[src/rtl/alu_requester_pkg.sv]
// alu_requester_pkg: shared opcode, status and state types for the ALU requester.
package alu_requester_pkg;
    typedef enum logic [2:0] {NOP = 3'd0, ADD = 3'd1, AND = 3'd2, XOR = 3'd3, MUL = 3'd4} op_t;
    typedef enum logic [1:0] {OK = 2'd0, ILLEGAL = 2'd1, TIMEOUT = 2'd2} status_t;
    typedef enum logic [1:0] {IDLE = 2'd0, ISSUE = 2'd1, RESP = 2'd2} state_t;
    function automatic logic is_alu_op(op_t op);
        return op inside {ADD, AND, XOR, MUL};
    endfunction
endpackage

[src/rtl/alu_requester_if.sv]
// alu_requester_if: command, ALU start/done and response signals of the requester.
interface alu_requester_if;
    logic        cmd_valid;
    logic        cmd_ready;
    logic [2:0]  cmd_op;
    logic [7:0]  cmd_a;
    logic [7:0]  cmd_b;
    logic        start;
    logic [2:0]  op;
    logic [7:0]  A;
    logic [7:0]  B;
    logic        done;
    logic [15:0] result;
    logic        rsp_valid;
    logic        rsp_ready;
    logic [15:0] rsp_result;
    logic [1:0]  rsp_status;
    modport master (
        input  cmd_valid, cmd_op, cmd_a, cmd_b, done, result, rsp_ready,
        output cmd_ready, start, op, A, B, rsp_valid, rsp_result, rsp_status
    );
    modport slave (
        output cmd_valid, cmd_op, cmd_a, cmd_b, done, result, rsp_ready,
        input  cmd_ready, start, op, A, B, rsp_valid, rsp_result, rsp_status
    );
endinterface

[src/rtl/alu_requester_timer.sv]
// alu_req_timer: counts start-high cycles; expired marks the last allowed cycle
// so start drops after exactly TIMEOUT_CKS cycles.
module alu_req_timer #(
    parameter int TIMEOUT_CKS = 8
) (
    input  logic clk,
    input  logic reset,
    input  logic i_clear,
    input  logic i_enable,
    output logic o_expired
);
    localparam int W = $clog2(TIMEOUT_CKS + 1);
    logic [W-1:0] r_count;
    always_ff @(posedge clk) begin
        if (reset || i_clear) r_count <= '0;
        else if (i_enable) r_count <= r_count + W'(1);
    end
    assign o_expired = i_enable && (r_count == W'(TIMEOUT_CKS - 1));
endmodule

[src/rtl/alu_requester.sv]
// alu_requester: issues one command at a time to the ALU over start/done and
// returns the captured result with a status on a valid/ready response port.
module alu_requester
    import alu_requester_pkg::*;
#(
    parameter int TIMEOUT_CKS = 8
) (
    input  logic                   clk,
    input  logic                   reset,
    alu_requester_if.master        bus,
    output logic                   o_stray_done
);
    state_t      r_state;
    logic        r_cmd_ready;
    logic        r_start;
    logic [2:0]  r_op;
    logic [7:0]  r_a;
    logic [7:0]  r_b;
    logic        r_rsp_valid;
    logic [15:0] r_rsp_result;
    status_t     r_rsp_status;
    logic        r_stray_done;
    logic        w_accept;
    logic        w_issue;
    logic        w_expired;
    assign w_accept = (r_state == IDLE) && r_cmd_ready && bus.cmd_valid;
    assign w_issue  = (r_state == ISSUE);
    alu_req_timer #(.TIMEOUT_CKS(TIMEOUT_CKS)) u_timer (
        .clk       (clk),
        .reset     (reset),
        .i_clear   (w_accept),
        .i_enable  (w_issue),
        .o_expired (w_expired)
    );
    always_ff @(posedge clk) begin
        if (reset) begin
            r_state      <= IDLE;
            r_cmd_ready  <= 1'b1;
            r_start      <= 1'b0;
            r_op         <= '0;
            r_a          <= '0;
            r_b          <= '0;
            r_rsp_valid  <= 1'b0;
            r_rsp_result <= '0;
            r_rsp_status <= OK;
            r_stray_done <= 1'b0;
        end else begin
            r_stray_done <= bus.done && !r_start;
            case (r_state)
                IDLE: if (w_accept) begin
                    r_op        <= bus.cmd_op;
                    r_a         <= bus.cmd_a;
                    r_b         <= bus.cmd_b;
                    r_cmd_ready <= 1'b0;
                    if (is_alu_op(op_t'(bus.cmd_op))) begin
                        r_start <= 1'b1;
                        r_state <= ISSUE;
                    end else begin
                        r_rsp_valid  <= 1'b1;
                        r_rsp_result <= '0;
                        r_rsp_status <= (bus.cmd_op == NOP) ? OK : ILLEGAL;
                        r_state      <= RESP;
                    end
                end
                // done takes priority over a timeout on the same edge
                ISSUE: if (bus.done || w_expired) begin
                    r_start      <= 1'b0;
                    r_rsp_valid  <= 1'b1;
                    r_rsp_result <= bus.done ? bus.result : 16'h0000;
                    r_rsp_status <= bus.done ? OK : TIMEOUT;
                    r_state      <= RESP;
                end
                RESP: if (bus.rsp_ready) begin
                    r_rsp_valid <= 1'b0;
                    r_cmd_ready <= 1'b1;
                    r_state     <= IDLE;
                end
                default: r_state <= IDLE;
            endcase
        end
    end
    assign bus.cmd_ready  = r_cmd_ready && !reset;
    assign bus.start      = r_start;
    assign bus.op         = r_op;
    assign bus.A          = r_a;
    assign bus.B          = r_b;
    assign bus.rsp_valid  = r_rsp_valid;
    assign bus.rsp_result = r_rsp_result;
    assign bus.rsp_status = r_rsp_status;
    assign o_stray_done   = r_stray_done;
endmodule

[src/flat_wrapper.sv]
// flat-port wrapper written by rule: the top's interface ports become plain ports
module alu_requester_flat import alu_requester_pkg::*;
#(
    parameter int TIMEOUT_CKS = 8
)
  (clk, reset, o_stray_done, bus_cmd_valid, bus_cmd_op, bus_cmd_a, bus_cmd_b, bus_done, bus_result, bus_rsp_ready, bus_cmd_ready, bus_start, bus_op, bus_A, bus_B, bus_rsp_valid, bus_rsp_result, bus_rsp_status);
  alu_requester_if bus_i ();
  input  logic clk;
  input  logic reset;
  output logic o_stray_done;
  input wire logic [$bits(bus_i.cmd_valid)-1:0] bus_cmd_valid;
  input wire logic [$bits(bus_i.cmd_op)-1:0] bus_cmd_op;
  input wire logic [$bits(bus_i.cmd_a)-1:0] bus_cmd_a;
  input wire logic [$bits(bus_i.cmd_b)-1:0] bus_cmd_b;
  input wire logic [$bits(bus_i.done)-1:0] bus_done;
  input wire logic [$bits(bus_i.result)-1:0] bus_result;
  input wire logic [$bits(bus_i.rsp_ready)-1:0] bus_rsp_ready;
  output wire logic [$bits(bus_i.cmd_ready)-1:0] bus_cmd_ready;
  output wire logic [$bits(bus_i.start)-1:0] bus_start;
  output wire logic [$bits(bus_i.op)-1:0] bus_op;
  output wire logic [$bits(bus_i.A)-1:0] bus_A;
  output wire logic [$bits(bus_i.B)-1:0] bus_B;
  output wire logic [$bits(bus_i.rsp_valid)-1:0] bus_rsp_valid;
  output wire logic [$bits(bus_i.rsp_result)-1:0] bus_rsp_result;
  output wire logic [$bits(bus_i.rsp_status)-1:0] bus_rsp_status;
  assign bus_i.cmd_valid = bus_cmd_valid;
  assign bus_i.cmd_op = bus_cmd_op;
  assign bus_i.cmd_a = bus_cmd_a;
  assign bus_i.cmd_b = bus_cmd_b;
  assign bus_i.done = bus_done;
  assign bus_i.result = bus_result;
  assign bus_i.rsp_ready = bus_rsp_ready;
  assign bus_cmd_ready = bus_i.cmd_ready;
  assign bus_start = bus_i.start;
  assign bus_op = bus_i.op;
  assign bus_A = bus_i.A;
  assign bus_B = bus_i.B;
  assign bus_rsp_valid = bus_i.rsp_valid;
  assign bus_rsp_result = bus_i.rsp_result;
  assign bus_rsp_status = bus_i.rsp_status;
  alu_requester #(.TIMEOUT_CKS(TIMEOUT_CKS)) u_core (.clk(clk), .reset(reset), .bus(bus_i), .o_stray_done(o_stray_done));
endmodule
[config.mk]
export PLATFORM = sky130hd
export DESIGN_NAME = alu_requester_flat
export DESIGN_NICKNAME = d
export VERILOG_FILES = /design/src/rtl/alu_requester_pkg.sv /design/src/rtl/alu_requester_if.sv /design/src/rtl/alu_requester_timer.sv /design/src/rtl/alu_requester.sv /design/src/flat_wrapper.sv
export SDC_FILE = /design/constraint.sdc
export NUM_CORES = 1
export LEC_CHECK = 0
export CORE_MARGIN = 1.5
export CORE_UTILIZATION = 40
export DETAILED_ROUTE_END_ITERATION = 16
export DONT_BUFFER_PORTS = 1
export HOLD_SLACK_MARGIN = 0.05
export SETUP_SLACK_MARGIN = 0.15
export SYNTH_ARGS = -nofsm -noshare
export SYNTH_HDL_FRONTEND = slang
export SYNTH_SLANG_ARGS = --single-unit
[constraint.sdc]
create_clock -name clk -period 1.9 [get_ports clk]
set_input_delay 0 -clock clk [delete_from_list [all_inputs] [get_ports clk]]
set_output_delay 0 -clock clk [all_outputs]
set_load 0.005 [all_outputs]
-- Word-level counts from Yosys, hierarchy flattened
Cells that the tools add are included.
Widths: inputs -> output; s select.
- equality and inequality tests: 12
- add/subtract/negate cells: 1
- reduce and logical (&&, ||, !) cells: 21
- mux-type cells: 28
- operators by type and width (operator ; count):
    $mux 16 ; 4
    $pmux 16 s2 ; 1
    $mux 2 ; 8
    $mux 1 ; 10
    $ne 2x2->1 const B ; 4
    $reduce_and 4->1 ; 2
    $eq 3x2->1 const B ; 2
    $pmux 2 s3 ; 1
    $reduce_and 3->1 ; 2
    $logic_and 1x1->1 ; 5
    $reduce_and 5->1 ; 1
    $add 4x1->4 const B ; 1
    $eq 4x3->1 const B ; 1
    $pmux 1 s2 ; 2
    $pmux 2 s2 ; 1
    $reduce_bool 2->1 ; 2
    $reduce_bool 4->1 ; 1
    $eq 3x1->1 const B ; 1
    $eq 3x3->1 const B ; 1
    $logic_not 3->1 ; 1
    $pmux 1 s3 ; 1
    $reduce_bool 3->1 ; 1
    $eq 2x1->1 const B ; 1
    $eq 2x2->1 const B ; 1
    other kinds (5) ; 7
- output and inout bits: 41
- register bits: 47
- word-level logic and storage cells: 73
- input port bits: 40

-- Longest topological paths before layout
Gate-level depths: netlist (run 1).
- depth after elaboration: 5
- depth in mapped cells: 6
- depth with buffers taken out: 5

-- Cells and area by module
From an unflattened synthesis (run 1), not the netlist that was laid out.
- cells, all modules: 181
- area total of the unflattened synthesis: 1719.1 um^2
- modules (own cells, without submodules) (module ; sequential area each (um^2) ; area an instance (um^2) ; cells each ; times used):
    alu_requester ; 860.8 ; 1508.9 ; 163 ; 1
    alu_req_timer ; 80.1 ; 210.2 ; 18 ; 1

-- Worst setup path after synthesis (run 1)
Ideal clock, no wire load.
- path kind: flip-flop to flip-flop
- start point: register u_core.u_timer.r_count[0]
- end point: register u_core.r_rsp_result[0] (netlist: u_core.bus.rsp_result[0])
- data required time: 1.783 ns
- arrival time: 1.450 ns
- path slack: 0.333 ns
- setup time: 0.117 ns
- clock period less this slack: 1.567 ns
- stages on the path, launching flop included: 7
- buffers on the path: 1
- cell sequence: dfxtp_1 -> ha_1 -> nand3b_1 -> a311oi_2 -> a21oi_2 -> buf_6 -> a22o_1
- word-level cells in the longest chain between the ends: 5
- RTL lines (what ; line ; RTL):
    start: declaration ; alu_requester_timer.sv:13 ; logic [W-1:0] r_count;
    start signal: assignment ; alu_requester_timer.sv:16 ; else if (i_enable) r_count <= r_count + W'(1);
    $eq 4x3->1 ; alu_requester_timer.sv:18 ; assign o_expired = i_enable && (r_count == W'(TIMEOUT_CKS - 1));
    $logic_and 1x1->1 ; alu_requester_timer.sv:18 ;
    $logic_or 1x1->1 ; alu_requester.sv:66 ; ISSUE: if (bus.done || w_expired) begin
    $ne 2x1->1 (no source line) ; - ;
    $reduce_and 4->1 (no source line) ; - ;
    end signal: assignment ; alu_requester.sv:69 ; r_rsp_result <= bus.done ? bus.result : 16'h0000;
    end: declaration ; alu_requester.sv:20 ; logic [15:0] r_rsp_result;
No other way between the ends.
A chain may end at the register's enable or synchronous reset.

-- Final worst setup path (run 1)
- start point: register u_core.u_timer.r_count[0]
- end point: register u_core.r_rsp_result[9] (netlist: u_core.bus.rsp_result[9])
Same word-level chain as after synthesis.

==> flow_summary.rst, run 1 <==
.. list-table::
   :header-rows: 1

   * - Metric
     - Value
   * - Status
     - complete, no violations
   * - Pre-CTS setup slack
     - roughly 0.20 ns
   * - Share of cell area taken by muxes after synthesis
     - less than 1%
   * - Share of post-route cells with drive strength above 1
     - 6.11%
   * - FF-to-FF End
     - u_core.bus.rsp_result[9]
   * - Total count of hold-check failures in the final report
     - 0
   * - Adder-cell share of the synthesized area
     - 0.725%
   * - Pre-antenna DRT Iters
     - 6
   * - Filler Cell Count
     - between 300 and 400
   * - Remaining Overflow, GRT
     - 0
   * - Top cell types by occurrence after synthesis
     - sky130_fd_sc_hd__dfxtp_1, sky130_fd_sc_hd__nand2_1, sky130_fd_sc_hd__a21oi_1
   * - TritonCTS Sinks
     - 47
   * - Minimum period implied by the final worst setup slack
     - 1.65 ns
   * - Type of element launching the critical path
     - register
   * - DRC violation count after routing
     - 0
   * - Area share of xor/xnor cells in the synthesized design
     - 1.52%
   * - Total detailed-routing wirelength
     - 4090 µm
   * - Worst Hold End
     - u_core.bus.rsp_status[1]
   * - R2R depth
     - 5
   * - IO Port Bufs
     - 0
   * - Routed via count
     - 1488
   * - Total power draw
     - 2.17 mW
   * - Via count of the first global-routing pass
     - 1332
   * - Worst relative slew slack
     - a little under a third
   * - Setup-failing EPs final
     - 0
   * - FF+latch count, synth
     - 47
   * - Number of distinct library cells after synthesis
     - 31
   * - Buffer depth of the longest clock path
     - 2
   * - Net count of the finished layout
     - 270
   * - Worst min-delay path class
     - in -> reg
   * - Antenna diode instance count
     - 0
   * - Number of vias per cell after detailed routing
     - ~5.3
   * - Number of standard cells in the layout, taps in and fillers out
     - roughly 280
   * - Peak Freq
     - roughly 0.61 GHz
   * - Die H
     - 68.7 µm
   * - Total Negative Setup Slacks
     - 0 ns
   * - Source of the worst hold timing path
     - reset
   * - Total leakage power
     - 0.896 nW
   * - Simple-gate portion of the synthesized area
     - 17.3%
   * - Initial standard-cell utilization of the core
     - 42.2%
   * - Clock latency reported for the late side of the worst-skew pair
     - about 0.29 ns
   * - Total number of yosys warnings
     - 0
   * - H-tree depth reported by CTS
     - 2
   * - Endpoint class of the critical path
     - register
   * - Count of flip-flops with a built-in enable after synthesis
     - 0
   * - Final worst path period share
     - 86.8%
   * - Async S/R FF share, synth
     - 0%
   * - DIE WIDTH
     - 68.7 µm
   * - Maximum number of pins on one net before global-route repair
     - 29
   * - Cell taking the most area after synthesis
     - sky130_fd_sc_hd__dfxtp_1
   * - Worst R2R Setup Slack
     - between 0.2 and 0.3 ns
   * - Pwr dens
     - 945 nW/µm²
   * - Final slew viol count
     - 0
   * - Sequential cell area fraction in the yosys report
     - between 50% and 60%
   * - Number of buffers added by the clock tree synthesis step
     - 5
   * - Worst Path Max Fanout
     - 16
   * - Max_cap viols
     - 0
   * - I/O Pins
     - between 80 and 90
   * - Post-synthesis instance area
     - 1730 µm²
   * - Full die area
     - 4720 µm²
   * - Clock transition at the registers of the reported paths
     - about 0.080 ns
   * - Setup repair after global routing missed its margin
     - yes
   * - Overall routing resource usage
     - 17.0%
   * - Routed length per placed instance
     - 14.6 µm
   * - Peak VDD IR
     - roughly 0.44 mV
   * - Count of antenna-violating nets left after detailed routing
     - 0
   * - Net Count, Synth
     - 227
   * - Transition time at the pin with the least slew margin
     - 1.03 ns
   * - WP data required
     - roughly 2.1 ns
   * - Skew final
     - 0.00879 ns
   * - Mean area per synthesized cell
     - about 9 µm²
   * - Main combinational cell family by area after synthesis
     - compound AO/OA/AOI/OAI gates
   * - Placeable core region
     - 4090 µm²
   * - Most used standard cell by instance count after synthesis
     - sky130_fd_sc_hd__dfxtp_1
   * - Launch point of the worst reg-to-reg path
     - u_core.u_timer.r_count[0]
   * - Placed Cells incl. Taps
     - 228
   * - Area share of the largest cell type after synthesis
     - 54.5%
   * - Gate count of the mapped netlist
     - 186
   * - Critical path class
     - reg -> reg
   * - Largest cells by area after synthesis
     - sky130_fd_sc_hd__dfxtp_1, sky130_fd_sc_hd__nand2_1, sky130_fd_sc_hd__a22o_1
   * - Initial detailed-routing violation count
     - 37
   * - Arrival time worst endpoint
     - 1.83 ns
   * - Floorplan row count
     - 23
   * - Global-route wire length before repair
     - 5910 µm
   * - CTS tree
     - built
   * - Ys flop type
     - sky130_fd_sc_hd__dfxtp_1
   * - Post-CTS setup buffer count
     - 0
   * - Worst hold stages
     - 3
   * - Final weighted congestion in routability-driven placement
     - 0.758
   * - Half-perimeter wire length after placement
     - about 2500 µm
   * - Compound-gate portion of the synthesized area
     - 20.7%
   * - Root cell of the clock tree
     - sky130_fd_sc_hd__clkbuf_8
   * - Antenna violations before repair
     - 0
   * - Slack of the critical path
     - between 0.2 and 0.3 ns
   * - Area grow syn2layout
     - 33.4%
## metal layers
metal | vias up | wire, µm | GRT usage [%] | part of all wire [%]
met1 | 677 | 1660 | 18.6 | 41
met5 | - | 0 | 0 | 0
met3 | 7 | 358 | 5.19 | 8.8
met2 | 71 | 2020 | 30.2 | 49
li1 | 733 | - | - | -
met4 | 0 | 46 | 7.25 | 1.1
## logic make-up after synthesis
| family | Yosys count |
|---|---|
| flops | 47 |
| buf+inv | 15 |
| mux | 1 |
| fa+ha+maj | 1 |
| compound gates | 51 |
| simple gates | 68 |
| xor+xnor | 3 |
## state kept, by name (all words and copies together) (netlist names)
name                    count
u_core.bus.start            1
u_core.bus.op               3
u_core.r_cmd_ready          1
u_core.u_timer.r_count      4
u_core.r_state              2
u_core.bus.A                8
u_core.bus.rsp_valid        1
u_core.bus.rsp_result      16
u_core.bus.rsp_status       2
u_core.o_stray_done         1
u_core.bus.B                8
## report_power, final
group | switching (mW) | internal (mW)
clock | 0.314 | 0.384
combinational | 0.180 | 0.161
sequential | 0.0729 | 1.06
total | 0.567 | 1.61
## what timing repair did
item	in CTS	in global routing
endpoints found under the hold margin	48	9
gates resized for setup	0	2
setup endpoints to repair	0	35
hold buffers	43	1
## critical path, cell delays in order, from the launching register on
cell                       delay [ns]
sky130_fd_sc_hd__dfxtp_1         0.38
sky130_fd_sc_hd__ha_1            0.19
sky130_fd_sc_hd__nand3b_1        0.13
sky130_fd_sc_hd__a311oi_2        0.39
sky130_fd_sc_hd__a21oi_4         0.19
sky130_fd_sc_hd__a22o_1          0.27
## cells in the final DEF (no fill, tap or decap), types with 2 or more instances in the layout
cell                            netlist  routed
sky130_fd_sc_hd__a21oi_1             22      22
sky130_fd_sc_hd__a221oi_1             2       2
sky130_fd_sc_hd__a22o_1              16      16
sky130_fd_sc_hd__and3_1               2       2
sky130_fd_sc_hd__buf_4                2       2
sky130_fd_sc_hd__clkbuf_8             0       5
sky130_fd_sc_hd__dfxtp_1             47      47
sky130_fd_sc_hd__dlygate4sd3_1        0      44
sky130_fd_sc_hd__inv_1                5       5
sky130_fd_sc_hd__nand2_1             44      44
sky130_fd_sc_hd__nand3_1              5       4
sky130_fd_sc_hd__nand4_1              2       2
sky130_fd_sc_hd__nor2_1               4       4
sky130_fd_sc_hd__nor2b_1              2       2
sky130_fd_sc_hd__nor3_1               5       5
sky130_fd_sc_hd__o21ai_0              4       4
sky130_fd_sc_hd__xor2_1               2       2
## stage by stage
stage | utilization [%] | hold slack [ns] | cell area, µm²
6_report | 56.3 | 0.0553 | 2300
5_1_grt | 56.3 | 0.0839 | 2300
4_1_cts | 55.8 | 0.0536 | 2280
3_5_place_dp | 42.6 | 0.0429 | 1740
3_3_place_gp | 42.6 | 0.0419 | 1740
2_1_floorplan | - | 0.125 | 1730
## final cells by class
class	instances	area, µm²	area share [%]
Clock buffer	5	68.8	2.99
Clock inverter	2	37.5	1.63
Inverter	5	18.8	0.816
Multi-Input combinational cell	124	717	31.2
Sequential cell	47	941	40.9
Tap cell	50	62.6	2.72
Timing Repair Buffer	46	455	19.8
## how the worst max path moves through the flow
stage                     slack (ns)                      start  cells after the start                         to
after floorplan                 0.33  u_core.u_timer.r_count[0]                      6   u_core.bus.rsp_result[0]
after global placement          0.30  u_core.u_timer.r_count[0]                      5   u_core.bus.rsp_result[5]
after detailed placement        0.20  u_core.u_timer.r_count[0]                      5  u_core.bus.rsp_result[14]
after CTS                       0.18  u_core.u_timer.r_count[0]                      5   u_core.bus.rsp_result[9]
after global routing            0.14  u_core.u_timer.r_count[0]                      5   u_core.bus.rsp_result[9]
final                           0.25  u_core.u_timer.r_count[0]                      5   u_core.bus.rsp_result[9]
No activity file was read; power rests on OpenSTA's default activity.
==> inputs of run 2 (changes only) <==
Settings changed: RECOVER_POWER from default to 100.
==> run 2 against run 1 <==
  * First-iteration DRC count is 14% higher
  * Maximum frequency is 2.1% lower
  * Via count is 0.34% lower
  * Cell count stayed put
  * Combinational power hardly changed
  * Worst setup slack worse by 0.035 ns
  * Routed wire length hardly changed
==> flow_summary.rst, run 2 (synthesized netlist as in run 1, its figures left out) <==
.. list-table::
   :header-rows: 1

   * - Metric
     - Value
   * - Multi-input logic area
     - 717 µm² (unchanged)
   * - Placed Cells incl. Taps
     - 228 (unchanged)
   * - TritonCTS Sinks
     - 47 (unchanged)
   * - Floorplan row count
     - 23 (unchanged)
   * - Slack of the critical path
     - 0.217 ns (-0.0350 ns)
   * - Arrival time worst endpoint
     - 1.87 ns (+0.04 ns)
   * - Total count of hold-check failures in the final report
     - 0 (unchanged)
   * - Half-perimeter wire length after placement
     - 2480 µm (unchanged)
   * - Count of antenna-violating nets left after detailed routing
     - 0 (unchanged)
   * - Endpoint class of the critical path
     - register
   * - Antenna violations before repair
     - 0 (unchanged)
   * - Total power draw
     - 2.17 mW (-0.11%)
   * - Number of vias per cell after detailed routing
     - 5.32 (-0.34%)
   * - Pwr dens
     - 945 nW/µm² (about the same)
   * - Internal power component
     - 1.61 mW (-0.15%)
   * - Relative contribution of the clock network to total power
     - 32.2% (about the same)
   * - Setup-failing EPs final
     - 0 (unchanged)
   * - Maximum number of pins on one net before global-route repair
     - 29 (unchanged)
   * - Area grow syn2layout
     - 33.1%
   * - Instance area at placement
     - 1740 µm² (unchanged)
   * - Overall routing resource usage
     - 17.0% (unchanged)
   * - Max_cap viols
     - 0 (unchanged)
   * - Total detailed-routing wirelength
     - 4090 µm (about the same)
   * - Post-route worst hold slack
     - 0.0553 ns (+0.00000240 ns)
   * - H-tree depth reported by CTS
     - 2 (unchanged)
   * - WP data required
     - 2.09 ns (about the same)
   * - Post-CTS setup buffer count
     - 0 (unchanged)
   * - Type of element launching the critical path
     - register
   * - Full die area
     - 4720 µm² (unchanged)
   * - Number of standard cells in the layout, taps in and fillers out
     - 279 (unchanged)
   * - Filler Cell Count
     - 357 (+0.56%)
   * - Cell family with most CP delay
     - flip-flops
   * - Placeable core region
     - 4090 µm² (unchanged)
   * - Transition time at the pin with the least slew margin
     - 1.03 ns (-0.00112 ns)
   * - Final worst path period share
     - 88.6% (+1.8 points)
   * - Peak Freq
     - 0.594 GHz (-2.1%)
   * - Initial detailed-routing violation count
     - 42 (+14%)
   * - Worst Path Max Fanout
     - 8 (-8)
   * - Root cell of the clock tree
     - sky130_fd_sc_hd__clkbuf_8
   * - Final slew viol count
     - 0 (unchanged)
   * - Total leakage power
     - 0.892 nW (-0.46%)
   * - CTS tree
     - built
   * - Share of power burned in combinational logic
     - 15.6% (about the same)
   * - Final weighted congestion in routability-driven placement
     - 0.758 (unchanged)
   * - Critical path class
     - reg -> reg
   * - DRC violation count after routing
     - 0 (unchanged)
   * - Initial standard-cell utilization of the core
     - 42.2% (unchanged)
   * - Critical path, cell by cell
     - nor2b_1, clkbuf_1, nand3_1, a221oi_1
   * - Buf+Inv Stages, Crit Path
     - 1 (+1)
   * - Setup repair after global routing missed its margin
     - yes
   * - Global-route wire length before repair
     - 5910 µm (unchanged)
   * - I/O Pins
     - 81 (unchanged)
   * - Pre-antenna DRT Iters
     - 6 (unchanged)
   * - Total Negative Setup Slacks
     - 0 ns (unchanged)
   * - Remaining Overflow, GRT
     - 0 (unchanged)
   * - Die H
     - 68.7 µm (unchanged)
   * - Clock transition at the registers of the reported paths
     - 0.08 ns (about the same)
   * - Status
     - complete, no violations
   * - Clock latency reported for the late side of the worst-skew pair
     - 0.29 ns (about the same)
   * - Most frequent cells in the layout
     - sky130_fd_sc_hd__dfxtp_1, sky130_fd_sc_hd__nand2_1, sky130_fd_sc_hd__dlygate4sd3_1
   * - Peak VDD IR
     - 0.444 mV (about the same)
   * - Antenna diode instance count
     - 0 (unchanged)
   * - Net count of the finished layout
     - 270 (unchanged)
   * - Max FFs per register
     - 16 (unchanged)
   * - Number of buffers added by the clock tree synthesis step
     - 5 (unchanged)
   * - Skew final
     - 0.00879 ns (unchanged)
   * - Routed via count
     - 1483 (-0.34%)
   * - Utilization after layout
     - 56.2% (-0.092 points)
   * - Via count of the first global-routing pass
     - 1332 (unchanged)
   * - Net switching power
     - 0.567 mW (about the same)
   * - Largest stage delay on the critical path
     - 0.50 ns (+0.11 ns)
   * - Design area
     - 2300 µm² (-0.16%)
   * - Max stage delay cell, worst path
     - sky130_fd_sc_hd__dfxtp_1
   * - Worst relative slew slack
     - 31.0% (+0.075 points)
   * - Sequential fraction of design power
     - 52.3% (about the same)
   * - Routed length per placed instance
     - 14.7 µm (about the same)
   * - Leading cell type in the layout, fill and taps excluded
     - sky130_fd_sc_hd__dfxtp_1
   * - DIE WIDTH
     - 68.7 µm (unchanged)
   * - Pre-CTS setup slack
     - 0.200 ns (unchanged)
   * - Share of post-route cells with drive strength above 1
     - 5.68% (-0.44 points)
   * - Worst min-delay path class
     - in -> reg
   * - Minimum period implied by the final worst setup slack
     - 1.68 ns (+0.0350 ns)
   * - IO Port Bufs
     - 0 (unchanged)
   * - Buffer depth of the longest clock path
     - 2 (unchanged)
   * - Switching part of the total
     - 26.1% (+0.030 points)
   * - FF+latch area
     - 941 µm² (unchanged)
==> run 2: cell types whose count changed in the layout (fill, tap and decap cells not counted), sizes merged <==
cell / previous run / this run
buf: 2 / 1
clkbuf: 5 / 6
==> run 2: repair_timing <==
action | 4_1_cts | 5_1_grt
resized for setup | 0 | 2
endpoints found under the setup margin | 0 | 35
endpoints found under the hold margin | 48 | 9
hold buffers | 43 | 1
==> run 2: area by class of cell <==
cell class	count	area share [%]
Clock inverter	2	1.63
Timing Repair Buffer	46	19.7
Multi-Input combinational cell	124	31.2
Clock buffer	5	3.00
Sequential cell	47	41.0
Tap cell	50	2.72
Inverter	5	0.817
==> run 2: per-layer routing <==
layer  share of wire [%]  up-vias  routed length [µm]  global-route usage (%)
met5                   0        -                   0                       0
met3                 8.7        7                 357                    5.19
met1                  41      674                1670                    18.6
li1                    -      733                   -                       -
met2                  49       69                2020                    30.2
met4                 1.1        0                  46                    7.25
==> run 2: worst reg2reg max path: stages (launching register included) <==
cell	delay, ns
sky130_fd_sc_hd__dfxtp_1	0.50
sky130_fd_sc_hd__nor2b_1	0.24
sky130_fd_sc_hd__clkbuf_1	0.33
sky130_fd_sc_hd__nand3_1	0.19
sky130_fd_sc_hd__a221oi_1	0.32
==> run 2: final timing paths <==
check | startpoint | to | slack, ns | depth (start not counted)
max reg2reg | u_core.r_state[0] | u_core.bus.start | 0.22 | 4
max | u_core.r_state[0] | u_core.bus.start | 0.22 | 4
min reg2reg | u_core.bus.B[7] | u_core.bus.B[7] | 0.48 | 2
min | reset | u_core.bus.rsp_status[1] | 0.06 | 3
==> run 2: power groups by stage <==
stage	sequential (mW)	clock (mW)	combinational, mW
detailed placement	1.16	0	0.243
floorplan	1.14	0	0.218
global placement	1.15	0	0.230
CTS	1.13	0.714	0.330
global route	1.15	0.748	0.380
finish	1.14	0.699	0.338
==> inputs of run 3 (changes only) <==
Settings changed: CORE_UTILIZATION 40 to 41.
==> run 3 against run 2 <==
  * Clock-buffer cell count stayed put
  * Core utilization increased by 0.34 points
  * Routed wire length grew 8.5%
  * Cell count is 0.72% lower
  * Maximum frequency hardly changed
  * Clock power increased by 3.6%
  * Non-clock buffer count down 3
  * Total power up 1.1%
  * Via count is 0.61% higher
  * Critical endpoint is now u_core.bus.rsp_result[15]
  * Largest power group unchanged
==> flow_summary.rst, run 3 (synthesized netlist as in run 1, its figures left out) <==
.. list-table::
   :header-rows: 1

   * - Metric
     - Value
   * - Post-Route M1 WL
     - 1730 µm (+3.4%)
   * - Source of the worst hold timing path
     - bus_cmd_op[1]
   * - Routed wl met3
     - 317 µm (-11%)
   * - Initial detailed-routing violation count
     - 51 (+21%)
   * - Remaining Overflow, GRT
     - 0 (unchanged)
   * - TritonCTS Sinks
     - 47 (unchanged)
   * - FF-to-FF End
     - u_core.bus.rsp_result[15]
   * - Post-CTS setup buffer count
     - 0 (unchanged)
   * - Clock transition at the registers of the reported paths
     - 0.09 ns (about the same)
   * - Number of buffers added by the clock tree synthesis step
     - 5 (unchanged)
   * - Number of standard cells in the layout, taps in and fillers out
     - 277 (-0.72%)
   * - Launch point of the worst reg-to-reg path
     - u_core.u_timer.r_count[0]
   * - R2R depth
     - 5 (+1)
   * - Global-route wire length before repair
     - 6720 µm (+14%)
   * - Final weighted congestion in routability-driven placement
     - 0.724 (-4.5%)
   * - Floorplan row count
     - 23 (unchanged)
   * - Worst R2R Setup Slack
     - 0.22 ns (about the same)
   * - Max_cap viols
     - 0 (unchanged)
   * - WP data required
     - 2.09 ns (about the same)
   * - Antenna diode instance count
     - 0 (unchanged)
   * - Die H
     - 67.9 µm (-1.2%)
   * - Slack of the critical path
     - 0.217 ns (-0.0000540 ns)
   * - Worst Path Max Fanout
     - 16 (+8)
   * - I/O Pins
     - 81 (unchanged)
   * - FF+latch area
     - 941 µm² (unchanged)
   * - Setup-failing EPs final
     - 0 (unchanged)
   * - Pre-CTS setup slack
     - 0.150 ns (-0.0501 ns)
   * - Placeable core region
     - 4030 µm² (-1.4%)
   * - Root cell of the clock tree
     - sky130_fd_sc_hd__clkbuf_8
   * - Buf+Inv Stages, Crit Path
     - 0 (-1)
   * - Number of vias per cell after detailed routing
     - 5.39 (+1.3%)
   * - Max FFs per register
     - 16 (unchanged)
   * - DRC violation count after routing
     - 0 (unchanged)
   * - H-tree depth reported by CTS
     - 2 (unchanged)
   * - Half-perimeter wire length after placement
     - 2670 µm (+7.4%)
   * - Total leakage power
     - 0.892 nW (about the same)
   * - Minimum period implied by the final worst setup slack
     - 1.68 ns (+0.0000540 ns)
   * - Via count of the first global-routing pass
     - 1570 (+18%)
   * - Total Negative Setup Slacks
     - 0 ns (unchanged)
   * - Total count of hold-check failures in the final report
     - 0 (unchanged)
   * - Uppermost signal routing layer after detailed routing
     - met4
   * - Post-route worst hold slack
     - 0.0854 ns (+0.0301 ns)
   * - Buffer depth of the longest clock path
     - 2 (unchanged)
   * - Total detailed-routing wirelength
     - 4440 µm (+8.5%)
   * - Pre-antenna DRT Iters
     - 4 (-2)
   * - Peak Freq
     - 0.594 GHz (about the same)
   * - Routed via count
     - 1492 (+0.61%)
   * - Maximum number of pins on one net before global-route repair
     - 32 (+10%)
   * - Worst Hold End
     - u_core.bus.rsp_status[0]
   * - Leading cell type in the layout, fill and taps excluded
     - sky130_fd_sc_hd__dfxtp_1
   * - Share of post-route cells with drive strength above 1
     - 6.17% (+0.49 points)
   * - Status
     - complete, no violations
   * - Max stage delay cell, worst path
     - sky130_fd_sc_hd__dfxtp_1
   * - Setup repair after global routing missed its margin
     - yes
   * - Final worst path period share
     - 88.6% (about the same)
   * - Antenna violations before repair
     - 0 (unchanged)
   * - Worst min-delay path class
     - in -> reg
   * - Clock latency reported for the late side of the worst-skew pair
     - 0.30 ns (about the same)
   * - Largest stage delay on the critical path
     - 0.39 ns (-0.11 ns)
   * - Cell family with most CP delay
     - compound AO/OA/AOI/OAI gates
   * - DIE WIDTH
     - 67.9 µm (-1.2%)
   * - Routed met2 length
     - 2340 µm (+16%)
   * - Arrival time worst endpoint
     - 1.87 ns (about the same)
   * - Type of element launching the critical path
     - register
   * - Count of antenna-violating nets left after detailed routing
     - 0 (unchanged)
   * - Final slew viol count
     - 0 (unchanged)
   * - Multi-input logic area
     - 712 µm² (-0.70%)
   * - Most frequent cells in the layout
     - sky130_fd_sc_hd__dfxtp_1, sky130_fd_sc_hd__nand2_1, sky130_fd_sc_hd__dlygate4sd3_1
   * - Routed length per placed instance
     - 16.0 µm (+9.3%)
   * - Placed Cells incl. Taps
     - 228 (unchanged)
   * - Peak VDD IR
     - 0.505 mV (+14%)
   * - Filler Cell Count
     - 343 (-3.9%)
   * - Worst hold stages
     - 3 (unchanged)
   * - IO Port Bufs
     - 0 (unchanged)
   * - Overall routing resource usage
     - 19.8% (+2.8 points)
   * - Worst relative slew slack
     - 53.6% (+23 points)
   * - Pwr dens
     - 964 nW/µm² (+1.9%)
   * - Area grow syn2layout
     - 32.1%
   * - Endpoint class of the critical path
     - register
   * - Transition time at the pin with the least slew margin
     - 0.694 ns (-0.338 ns)
   * - Net count of the finished layout
     - 267 (-1.1%)
   * - Skew final
     - 0.00299 ns (-0.00580 ns)
   * - Initial standard-cell utilization of the core
     - 42.8% (+0.60 points)
   * - Critical path, cell by cell
     - ha_1, nand3b_1, a311oi_2, a21oi_4, a22o_1
   * - Full die area
     - 4610 µm² (-2.3%)
   * - Critical path class
     - reg -> reg
   * - CTS tree
     - built
==> run 3: cell count changes in the layout (fill, tap and decap cells not counted), sizes merged <==
cell | previous run | this run
buf | 1 | 2
clkinv | 0 | 2
clkinvlp | 1 | 0
dlygate4sd3 | 44 | 40
==> run 3: worst reg2reg max path, delay by kind of cell (launching register included) <==
family | cells | cell delay (ns)
AOI/OAI and AO/OA | 3 | 0.87
and+or+nand+nor | 1 | 0.14
adders and majority gates | 1 | 0.19
DFF | 1 | 0.39
==> run 3: final cells by class <==
| cell class | count | area share (%) |
|---|---|---|
| well taps | 50 | 2.75 |
| flip-flops and latches | 47 | 41.3 |
| inverters | 5 | 0.824 |
| clock inverters | 3 | 1.92 |
| multi-input cells | 124 | 31.2 |
| repair buffers | 43 | 18.9 |
| clock buffers | 5 | 3.02 |
==> run 3: per-stage QoR <==
stage	area, µm²	total power [mW]	utilization [%]
after floorplan	1730	1.36	-
after global placement	1740	1.38	43.2
after detailed placement	1740	1.40	43.2
after CTS	2280	2.21	56.6
after global routing	2280	2.30	56.6
final	2280	2.20	56.6
==> run 3: worst max-delay path by stage <==
stage,cells past startpoint,slack (ns),start,to
global route,4,0.11,u_core.r_state[0],u_core.bus.start
finish,5,0.22,u_core.u_timer.r_count[0],u_core.bus.rsp_result[15]
CTS,5,0.20,u_core.u_timer.r_count[0],u_core.bus.rsp_result[12]
floorplan,6,0.33,u_core.u_timer.r_count[0],u_core.bus.rsp_result[0]
global placement,5,0.30,u_core.u_timer.r_count[0],u_core.bus.rsp_result[13]
detailed placement,5,0.15,u_core.u_timer.r_count[0],u_core.bus.rsp_result[3]
==> run 3: metal layers <==
metal	vias to the layer above	track usage (%)
li1	724	-
met1	695	17.9
met2	68	39.3
met3	5	6.74
met4	0	8.50
met5	-	0
==> run 3: timing repair <==
item	CTS	global route
pin swaps	0	2
gates resized for setup	1	1
hold buffers	41	0
hold endpoints to repair	48	0
endpoints found under the setup margin	6	17
==> run 3: report_power, final <==
| group | internal, mW | switching [mW] |
|---|---|---|
| clock | 0.392 | 0.333 |
| sequential | 1.06 | 0.0723 |
| combinational | 0.153 | 0.184 |
